## config.mk

```make
export PLATFORM = sky130hd
export DESIGN_NAME = reader_controller_flat
export DESIGN_NICKNAME = d
export VERILOG_FILES = /design/src/rtl/reader_controller_if.sv /design/src/rtl/reader_controller.sv /design/src/flat_wrapper.sv
export SDC_FILE = /design/constraint.sdc
export NUM_CORES = 1
export LEC_CHECK = 0
export CAP_MARGIN = 20
export CORE_MARGIN = 1.5
export CORE_UTILIZATION = 50
export CTS_CLUSTER_SIZE = 12
export DETAILED_ROUTE_END_ITERATION = 7
export GPL_TIMING_DRIVEN = 0
export PLACE_DENSITY = 0.8
export SYNTH_ARGS = -nofsm -noshare
export SYNTH_HDL_FRONTEND = slang
export SYNTH_SLANG_ARGS = --single-unit
```

## constraint.sdc

```tcl
create_clock -name clock -period 2.5 [get_ports clock]
set_input_delay 0.5 -clock clock [delete_from_list [all_inputs] [get_ports clock]]
set_output_delay 0.5 -clock clock [all_outputs]
set_load 0.03 [all_outputs]
```

## src/rtl/reader_controller_if.sv

```systemverilog
// Reader/parser bus bundle for reader_controller.
//
// Groups the two handshakes the controller sits between:
//   - char-stream reader : rd_state_enable, rd_argument, rd_pause (to reader),
//                          rd_has_finished, rd_char (from reader)
//   - HTML parser        : out_char, out_valid (to parser), out_ready (from parser)
//
// Modports:
//   master - the controller side
//   slave  - the reader/parser side
interface reader_controller_if #(
   parameter int unsigned CHAR_W = 8
);

   logic              rd_state_enable;
   logic [7:0]        rd_argument;
   logic              rd_pause;
   logic              rd_has_finished;
   logic [CHAR_W-1:0] rd_char;

   logic [CHAR_W-1:0] out_char;
   logic              out_valid;
   logic              out_ready;

   modport master (
      output rd_state_enable,
      output rd_argument,
      output rd_pause,
      input  rd_has_finished,
      input  rd_char,
      output out_char,
      output out_valid,
      input  out_ready
   );

   modport slave (
      input  rd_state_enable,
      input  rd_argument,
      input  rd_pause,
      output rd_has_finished,
      output rd_char,
      input  out_char,
      input  out_valid,
      output out_ready
   );

endinterface

```

## src/rtl/reader_controller.sv

```systemverilog
// Char-stream reader controller.
//
// Sequences one char-stream reader (enable, page argument, pause throttling,
// end-of-stream detection), buffers the received chars in a small
// first-word-fall-through FIFO and hands them to the HTML parser over a
// valid/ready handshake. Status goes back to the browser FSM.
//
// Ports:
//   clock, resetn      - clock (rising edge), asynchronous active-low reset
//   start, page_sel    - begin a page fetch (IDLE only); page id latched on accept
//   abort              - cancel the stream and flush the buffer
//   busy               - high in RUN and DRAIN
//   done               - one-cycle pulse on normal or truncated completion
//   error_truncated    - MAX_CHARS reached before end of stream (sticky until next start)
//   char_count         - chars written to the buffer for the current stream
//   bus                - reader and parser handshakes (see reader_controller_if)
module reader_controller #(
   parameter int unsigned CHAR_W     = 8,
   parameter int unsigned FIFO_DEPTH = 4,
   parameter int unsigned MAX_CHARS  = 4096,
   parameter int unsigned CNT_W      = 16
) (
   input  logic             clock,
   input  logic             resetn,
   input  logic             start,
   input  logic [7:0]       page_sel,
   input  logic             abort,
   output logic             busy,
   output logic             done,
   output logic             error_truncated,
   output logic [CNT_W-1:0] char_count,
   reader_controller_if.master bus
);

   localparam int unsigned PTR_W = (FIFO_DEPTH > 1) ? $clog2(FIFO_DEPTH) : 1;
   localparam int unsigned OCC_W = PTR_W + 1;

   localparam logic [CNT_W-1:0] MaxCount   = CNT_W'(MAX_CHARS);
   localparam logic [CNT_W-1:0] MaxCountM1 = CNT_W'(MAX_CHARS - 1);
   localparam logic [OCC_W:0]   DepthExt   = (OCC_W + 1)'(FIFO_DEPTH);

   typedef enum logic [1:0] {
      StIdle,
      StRun,
      StDrain,
      StDone
   } state_e;

   // ------------------------------------------------------------------------
   // State
   // ------------------------------------------------------------------------
   state_e            state_q, state_d;
   logic              fetch_pending_q, fetch_pending_d;
   logic [7:0]        arg_q, arg_d;
   logic [CNT_W-1:0]  count_q, count_d;
   logic              trunc_q, trunc_d;

   logic [PTR_W-1:0]  wr_ptr_q, wr_ptr_d;
   logic [PTR_W-1:0]  rd_ptr_q, rd_ptr_d;
   logic [OCC_W-1:0]  occ_q, occ_d;
   logic [CHAR_W-1:0] mem_q [FIFO_DEPTH];

   // ------------------------------------------------------------------------
   // Datapath decode
   // ------------------------------------------------------------------------
   logic             fifo_empty;
   logic             pop;
   logic             push;
   logic             valid_fetch;
   logic             is_nul;
   logic             pause;
   logic [OCC_W:0]   occ_pend;
   logic [OCC_W-1:0] occ_after_pop;

   always_comb begin
      fifo_empty    = (occ_q == '0);
      pop           = ~fifo_empty & bus.out_ready;
      // A fetch issued last cycle only counts if the reader did not flag the
      // end of stream alongside it; that char is stale.
      valid_fetch   = (state_q == StRun) & fetch_pending_q & ~bus.rd_has_finished;
      is_nul        = (bus.rd_char == '0);
      push          = valid_fetch & ~is_nul & ~abort;
      // Reserve a slot for the fetch already in flight so the FIFO cannot overflow.
      occ_pend      = {1'b0, occ_q} + (OCC_W + 1)'(fetch_pending_q);
      pause         = ~((state_q == StRun) && (occ_pend < DepthExt));
      occ_after_pop = occ_q - OCC_W'(pop);
   end

   // ------------------------------------------------------------------------
   // Next-state / control
   // ------------------------------------------------------------------------
   always_comb begin
      state_d = state_q;
      arg_d   = arg_q;
      count_d = count_q;
      trunc_d = trunc_q;
      done    = 1'b0;

      unique case (state_q)
         StIdle: begin
            if (start && !abort) begin
               state_d = StRun;
               arg_d   = page_sel;
               count_d = '0;
               trunc_d = 1'b0;
            end
         end

         StRun: begin
            if (abort) begin
               state_d = StIdle;
            end else if (valid_fetch) begin
               if (is_nul) begin
                  state_d = StDrain;
               end else begin
                  if (count_q < MaxCount) begin
                     count_d = count_q + CNT_W'(1);
                  end
                  if (count_q == MaxCountM1) begin
                     state_d = StDrain;
                     trunc_d = 1'b1;
                  end
               end
            end else if (bus.rd_has_finished) begin
               state_d = StDrain;
            end
         end

         StDrain: begin
            if (abort) begin
               state_d = StIdle;
            end else if (occ_after_pop == '0) begin
               state_d = StDone;
            end
         end

         StDone: begin
            state_d = StIdle;
            done    = ~abort;
         end

         default: begin
            state_d = StIdle;
         end
      endcase

      // The reader fetches on an edge where it is enabled, unpaused and not
      // finished. Anything fetched as we leave RUN is dropped.
      fetch_pending_d = (state_q == StRun) && (state_d == StRun) &&
                        !pause && !bus.rd_has_finished;
   end

   // ------------------------------------------------------------------------
   // FIFO pointer / occupancy update
   // ------------------------------------------------------------------------
   always_comb begin
      wr_ptr_d = wr_ptr_q;
      rd_ptr_d = rd_ptr_q;
      occ_d    = occ_q;

      if (abort) begin
         wr_ptr_d = '0;
         rd_ptr_d = '0;
         occ_d    = '0;
      end else begin
         if (push) begin
            wr_ptr_d = wr_ptr_q + PTR_W'(1);
         end
         if (pop) begin
            rd_ptr_d = rd_ptr_q + PTR_W'(1);
         end
         occ_d = occ_q + OCC_W'(push) - OCC_W'(pop);
      end
   end

   // ------------------------------------------------------------------------
   // Registers
   // ------------------------------------------------------------------------
   always_ff @(posedge clock or negedge resetn) begin
      if (!resetn) begin
         state_q         <= StIdle;
         fetch_pending_q <= 1'b0;
         arg_q           <= '0;
         count_q         <= '0;
         trunc_q         <= 1'b0;
         wr_ptr_q        <= '0;
         rd_ptr_q        <= '0;
         occ_q           <= '0;
      end else begin
         state_q         <= state_d;
         fetch_pending_q <= fetch_pending_d;
         arg_q           <= arg_d;
         count_q         <= count_d;
         trunc_q         <= trunc_d;
         wr_ptr_q        <= wr_ptr_d;
         rd_ptr_q        <= rd_ptr_d;
         occ_q           <= occ_d;
      end
   end

   always_ff @(posedge clock or negedge resetn) begin
      if (!resetn) begin
         for (int i = 0; i < FIFO_DEPTH; i++) begin
            mem_q[i] <= '0;
         end
      end else if (push) begin
         mem_q[wr_ptr_q] <= bus.rd_char;
      end
   end

   // ------------------------------------------------------------------------
   // Outputs
   // ------------------------------------------------------------------------
   always_comb begin
      busy                = (state_q == StRun) || (state_q == StDrain);
      error_truncated     = trunc_q;
      char_count          = count_q;
      bus.rd_state_enable = (state_q == StRun);
      bus.rd_argument     = arg_q;
      bus.rd_pause        = pause;
      bus.out_valid       = ~fifo_empty;
      // Head is forced to zero when empty so flushed entries never show.
      bus.out_char        = fifo_empty ? '0 : mem_q[rd_ptr_q];
   end

endmodule

```

## src/flat_wrapper.sv

```systemverilog
// flat-port wrapper written by rule: the top's interface ports become plain ports
module reader_controller_flat 
#(
   parameter int unsigned CHAR_W     = 8,
   parameter int unsigned FIFO_DEPTH = 4,
   parameter int unsigned MAX_CHARS  = 4096,
   parameter int unsigned CNT_W      = 16
)
  (clock, resetn, start, page_sel, abort, busy, done, error_truncated, char_count, bus_rd_state_enable, bus_rd_argument, bus_rd_pause, bus_rd_has_finished, bus_rd_char, bus_out_char, bus_out_valid, bus_out_ready);
  reader_controller_if #(.CHAR_W(CHAR_W)) bus_i ();
  input  logic clock;
  input  logic resetn;
  input  logic start;
  input  logic [7:0] page_sel;
  input  logic abort;
  output logic busy;
  output logic done;
  output logic error_truncated;
  output logic [CNT_W-1:0] char_count;
  output wire logic [$bits(bus_i.rd_state_enable)-1:0] bus_rd_state_enable;
  output wire logic [$bits(bus_i.rd_argument)-1:0] bus_rd_argument;
  output wire logic [$bits(bus_i.rd_pause)-1:0] bus_rd_pause;
  input wire logic [$bits(bus_i.rd_has_finished)-1:0] bus_rd_has_finished;
  input wire logic [$bits(bus_i.rd_char)-1:0] bus_rd_char;
  output wire logic [$bits(bus_i.out_char)-1:0] bus_out_char;
  output wire logic [$bits(bus_i.out_valid)-1:0] bus_out_valid;
  input wire logic [$bits(bus_i.out_ready)-1:0] bus_out_ready;
  assign bus_rd_state_enable = bus_i.rd_state_enable;
  assign bus_rd_argument = bus_i.rd_argument;
  assign bus_rd_pause = bus_i.rd_pause;
  assign bus_i.rd_has_finished = bus_rd_has_finished;
  assign bus_i.rd_char = bus_rd_char;
  assign bus_out_char = bus_i.out_char;
  assign bus_out_valid = bus_i.out_valid;
  assign bus_i.out_ready = bus_out_ready;
  reader_controller #(.CHAR_W(CHAR_W), .FIFO_DEPTH(FIFO_DEPTH), .MAX_CHARS(MAX_CHARS), .CNT_W(CNT_W)) u_core (.clock(clock), .resetn(resetn), .start(start), .page_sel(page_sel), .abort(abort), .busy(busy), .done(done), .error_truncated(error_truncated), .char_count(char_count), .bus(bus_i));
endmodule
```

==> flow_metrics.env <==
export IMPL_fp_row_count=30
export IMPL_end_kind="primary output"
export IMPL_required_ns=2.00
export IMPL_clock_sinks=67
export IMPL_drive_gt1_share_pct=14.5
export IMPL_hold_viol=0
export IMPL_grt_antenna_before_repair=0
export IMPL_outcome="finished, final reports clean"
export IMPL_grt_pass1_vias=2535
export IMPL_root_buffer="clkbuf_8"
export IMPL_final_core_util_pct=64.8
export IMPL_grt_usage_pct=21.0
export IMPL_port_buffers=59
export IMPL_fin_cells=469
export IMPL_core_area_mm2=0.00683
export IMPL_p_per_area_mw_per_mm2=833
export IMPL_grt_overflow_total=0
export IMPL_worstPathMaxFanout=10
export IMPL_dp_cells=458
export IMPL_period_minus_slack_ns=2.44
export IMPL_fin_nets=402
export IMPL_synth_avg_cell_area_um2=11.7
export IMPL_clock_fmax_mhz=410
export IMPL_hpwlAfterDp_um=5060
export IMPL_vias=2554
export IMPL_detail_route_wirelength_um=7330
export IMPL_arrival_ns=1.94
export IMPL_drc_errors=0
export IMPL_grt_max_degree=68
export IMPL_path_delay_family="flip-flops"
export IMPL_synth_fp_nets=337
export IMPL_postCtsSetupBuffers=0
export IMPL_die_area_mm2=0.00759
export IMPL_timing_reg2reg_setup_slack_ns=0.21
export IMPL_setup_viol=0
export IMPL_synth_edf_count=0
export IMPL_ios=60
export IMPL_worst_slew_pin_slew_ns=0.837
export IMPL_slew_headroom_pct=44.2
export IMPL_start_util_pct=51.8
export IMPL_insertion_delay_ns=0.35
export IMPL_ys_seq_elements=67
export IMPL_grt_pass1_wl_um=12200
export IMPL_post_route_period_util_pct=97.5
export IMPL_drt_pass1_iter_count=4
export IMPL_postRouteAntennaNets=0
export IMPL_die_height_um=87.1
export IMPL_leakage_uw=0.00204
export IMPL_num_antenna_cells=0
export IMPL_ys_seq_area_share_pct=47.4
export IMPL_hold_buffers=0
export IMPL_setup_ws_ns=0.0620
export IMPL_async_reset_ff_share_pct=100
export IMPL_vdd_drop_max_mv=0.328
export IMPL_clkTransAtPathRegs_ns=0.08
export IMPL_drt_iter0_drc=102
export IMPL_ys_flop_type="dfrtp_1"
export IMPL_critical_path_cell_chain="mux4_2 > and2_1 > clkdlybuf4s15_1"
export IMPL_cts_tree="built"
export IMPL_slowest_stage="dfrtp_4"
export IMPL_clock_path_buffers=2
export IMPL_cts_buffers=9
export IMPL_synth_area_mm2=0.00354
export IMPL_post_drt_wl_per_cell_um=15.6
export IMPL_post_place_ws_ns=-0.442
export IMPL_worstHoldPathType="in2async"
export IMPL_slew_viol_final=0
export IMPL_critical_path_max_stage_delay_ns=0.56
export IMPL_via_per_inst=5.45
export IMPL_clock_skew_ns=0.0103
export IMPL_ctsHtreeMaxLevel=3
export IMPL_crit_path_start_kind="flop"
export IMPL_ys_warn_count=0
export IMPL_die_w_um=87.1
export IMPL_path_buf_inv=1
export IMPL_gp_congestion=0.852
export IMPL_rsz0062_at_grt="true"
export IMPL_synth_distinct_cells=51
export IMPL_critPathKind="reg2out"
export IMPL_areaGrowthSynthToFinish_pct=25.1
export IMPL_cap_violations=0
export IMPL_synth_cells=303
-- metrics by stage --
stage                     hold slack [ns]  power (uW)  TNS, ns  instance area (um2)
after floorplan                     0.204        2410        0                 3540
after global placement              0.458        2890   -99.75                 4250
after detailed placement            0.462        2930   -14.38                 4250
after CTS                           0.281        3710        0                 4420
after global routing                0.306        3930  -0.0110                 4430
final                               0.250        3690        0                 4430
-- worst reg2reg max path, cell delays in order (launching register included) --
cell	delay (ns)
dfrtp_1	0.41
inv_1	0.11
ha_1	0.19
clkbuf_2	0.25
inv_2	0.09
nand2_1	0.16
clkbuf_1	0.49
a21oi_2	0.14
mux2_1	0.34
-- synthesized netlist by cell type (3+ instances only) --
library cell	number	area [um2]
dfrtp_1	67	1680
nand2_1	43	161
mux2_1	33	372
and2_1	15	93.8
clkbuf_1	11	41.3
ha_1	11	138
inv_1	11	41.3
nor2_1	11	41.3
mux2i_1	9	90.1
nand2b_1	9	56.3
mux4_2	8	180
a2111oi_2	5	75.1
nand3_1	5	25.0
a211oi_1	4	30.0
buf_2	4	20.0
nand3b_1	4	30.0
nand4_1	4	25.0
nor2b_1	4	25.0
or2_2	3	18.8
xor2_1	3	26.3
-- power breakdown --
group / leakage [uW] / internal, uW / switching [uW] / total [uW]
clock network: 0.0000795 / 368 / 442 / 810
registers: 0.000915 / 1250 / 156 / 1400
logic: 0.00104 / 599 / 876 / 1480
total: 0.00204 / 2220 / 1470 / 3690
-- cell usage in the layout, fill, tap and decap left out, drive strengths merged, types with 2 or more instances in the layout --
cell type and instances:
dfrtp 67, nand3 5, and2 15, clkdlybuf4s50 47, clkbuf 17, mux2 33, inv 14, o21a 2
nand2b 9, nor4b 2, or4 2, a221oi 2, clkdlybuf4s15 4, nand4 4, and4 2, o2bb2ai 2
mux4 8, nor2b 4, a21oi 2, nand3b 4, or2 4, clkinvlp 3, nor4 2, a211o 2
dlygate4sd2 6, a2111oi 9, nand2 43, nor2 11, mux2i 9, xor2 3, a211oi 4, ha 11
buf 6
-- final timing paths --
path | depth (start not counted) | endpoint | start
min in group clock | 2 | u_core.bus.rd_argument[3]$_DFFE_PN0P_ | u_core.bus.rd_argument[3]$_DFFE_PN0P_
worst max register to register | 8 | u_core.char_count[0]$_DFFE_PN0P_ | u_core.state_q[1]$_DFF_PN0_
worst min-delay path | 1 | u_core.mem_q[22]$_DFFE_PN0P_ | resetn
worst min register to register | 2 | u_core.bus.rd_argument[3]$_DFFE_PN0P_ | u_core.bus.rd_argument[3]$_DFFE_PN0P_
max in group asynchronous | 1 | u_core.rd_ptr_q[0]$_DFFE_PN0P_ | resetn
worst max-delay path | 3 | bus_out_char[7] | u_core.rd_ptr_q[0]$_DFFE_PN0P_
-- kinds of logic (layout without fill, tap and decap cells) --
family | Yosys count | in the layout | share of synthesized area [%]
AO/OA/AOI/OAI | 31 | 31 | 9.01
XOR/XNOR | 4 | 4 | 0.990
adder cells (fa/ha/maj) | 12 | 12 | 4.45
buffers and inverters | 28 | 98 | 3.32
flip-flops | 67 | 67 | 47.4
multiplexers | 50 | 50 | 18.1
AND/OR/NAND/NOR | 111 | 111 | 16.7
-- layout make-up --
cell class                      count  area [um2]
Sequential cell                    67        1680
Tap cell                           96         120
Clock buffer                       10         128
Inverter                           12        45.0
Multi-Input combinational cell    208        1770
Clock inverter                      6        48.8
Fill cell                         541        2400
Buffer                             11        60.1
Timing Repair Buffer               59         576
-- sequential cells by signal, indices dropped and copies added, names as in the netlist --
signal / flops
u_core.mem_q: 32
u_core.char_count: 16
u_core.bus.rd_argument: 8
u_core.occ_q: 3
u_core.rd_ptr_q: 2
u_core.state_q: 2
u_core.wr_ptr_q: 2
u_core.error_truncated: 1
u_core.fetch_pending_q: 1
-- timing repair --
action                                  in CTS  in global routing
pin swaps                                    0                  2
resized for setup                           17                 14
endpoints found under the setup margin      55                 50
-- routing by layer --
metal	wire length (um)	track usage [%]	up-vias
met5	0	0	-
met4	97	6.35	0
met3	337	6.26	11
met2	3480	32.3	59
met1	3420	28.9	1278
li1	-	-	1206
Power figures use the tool's default switching activity.
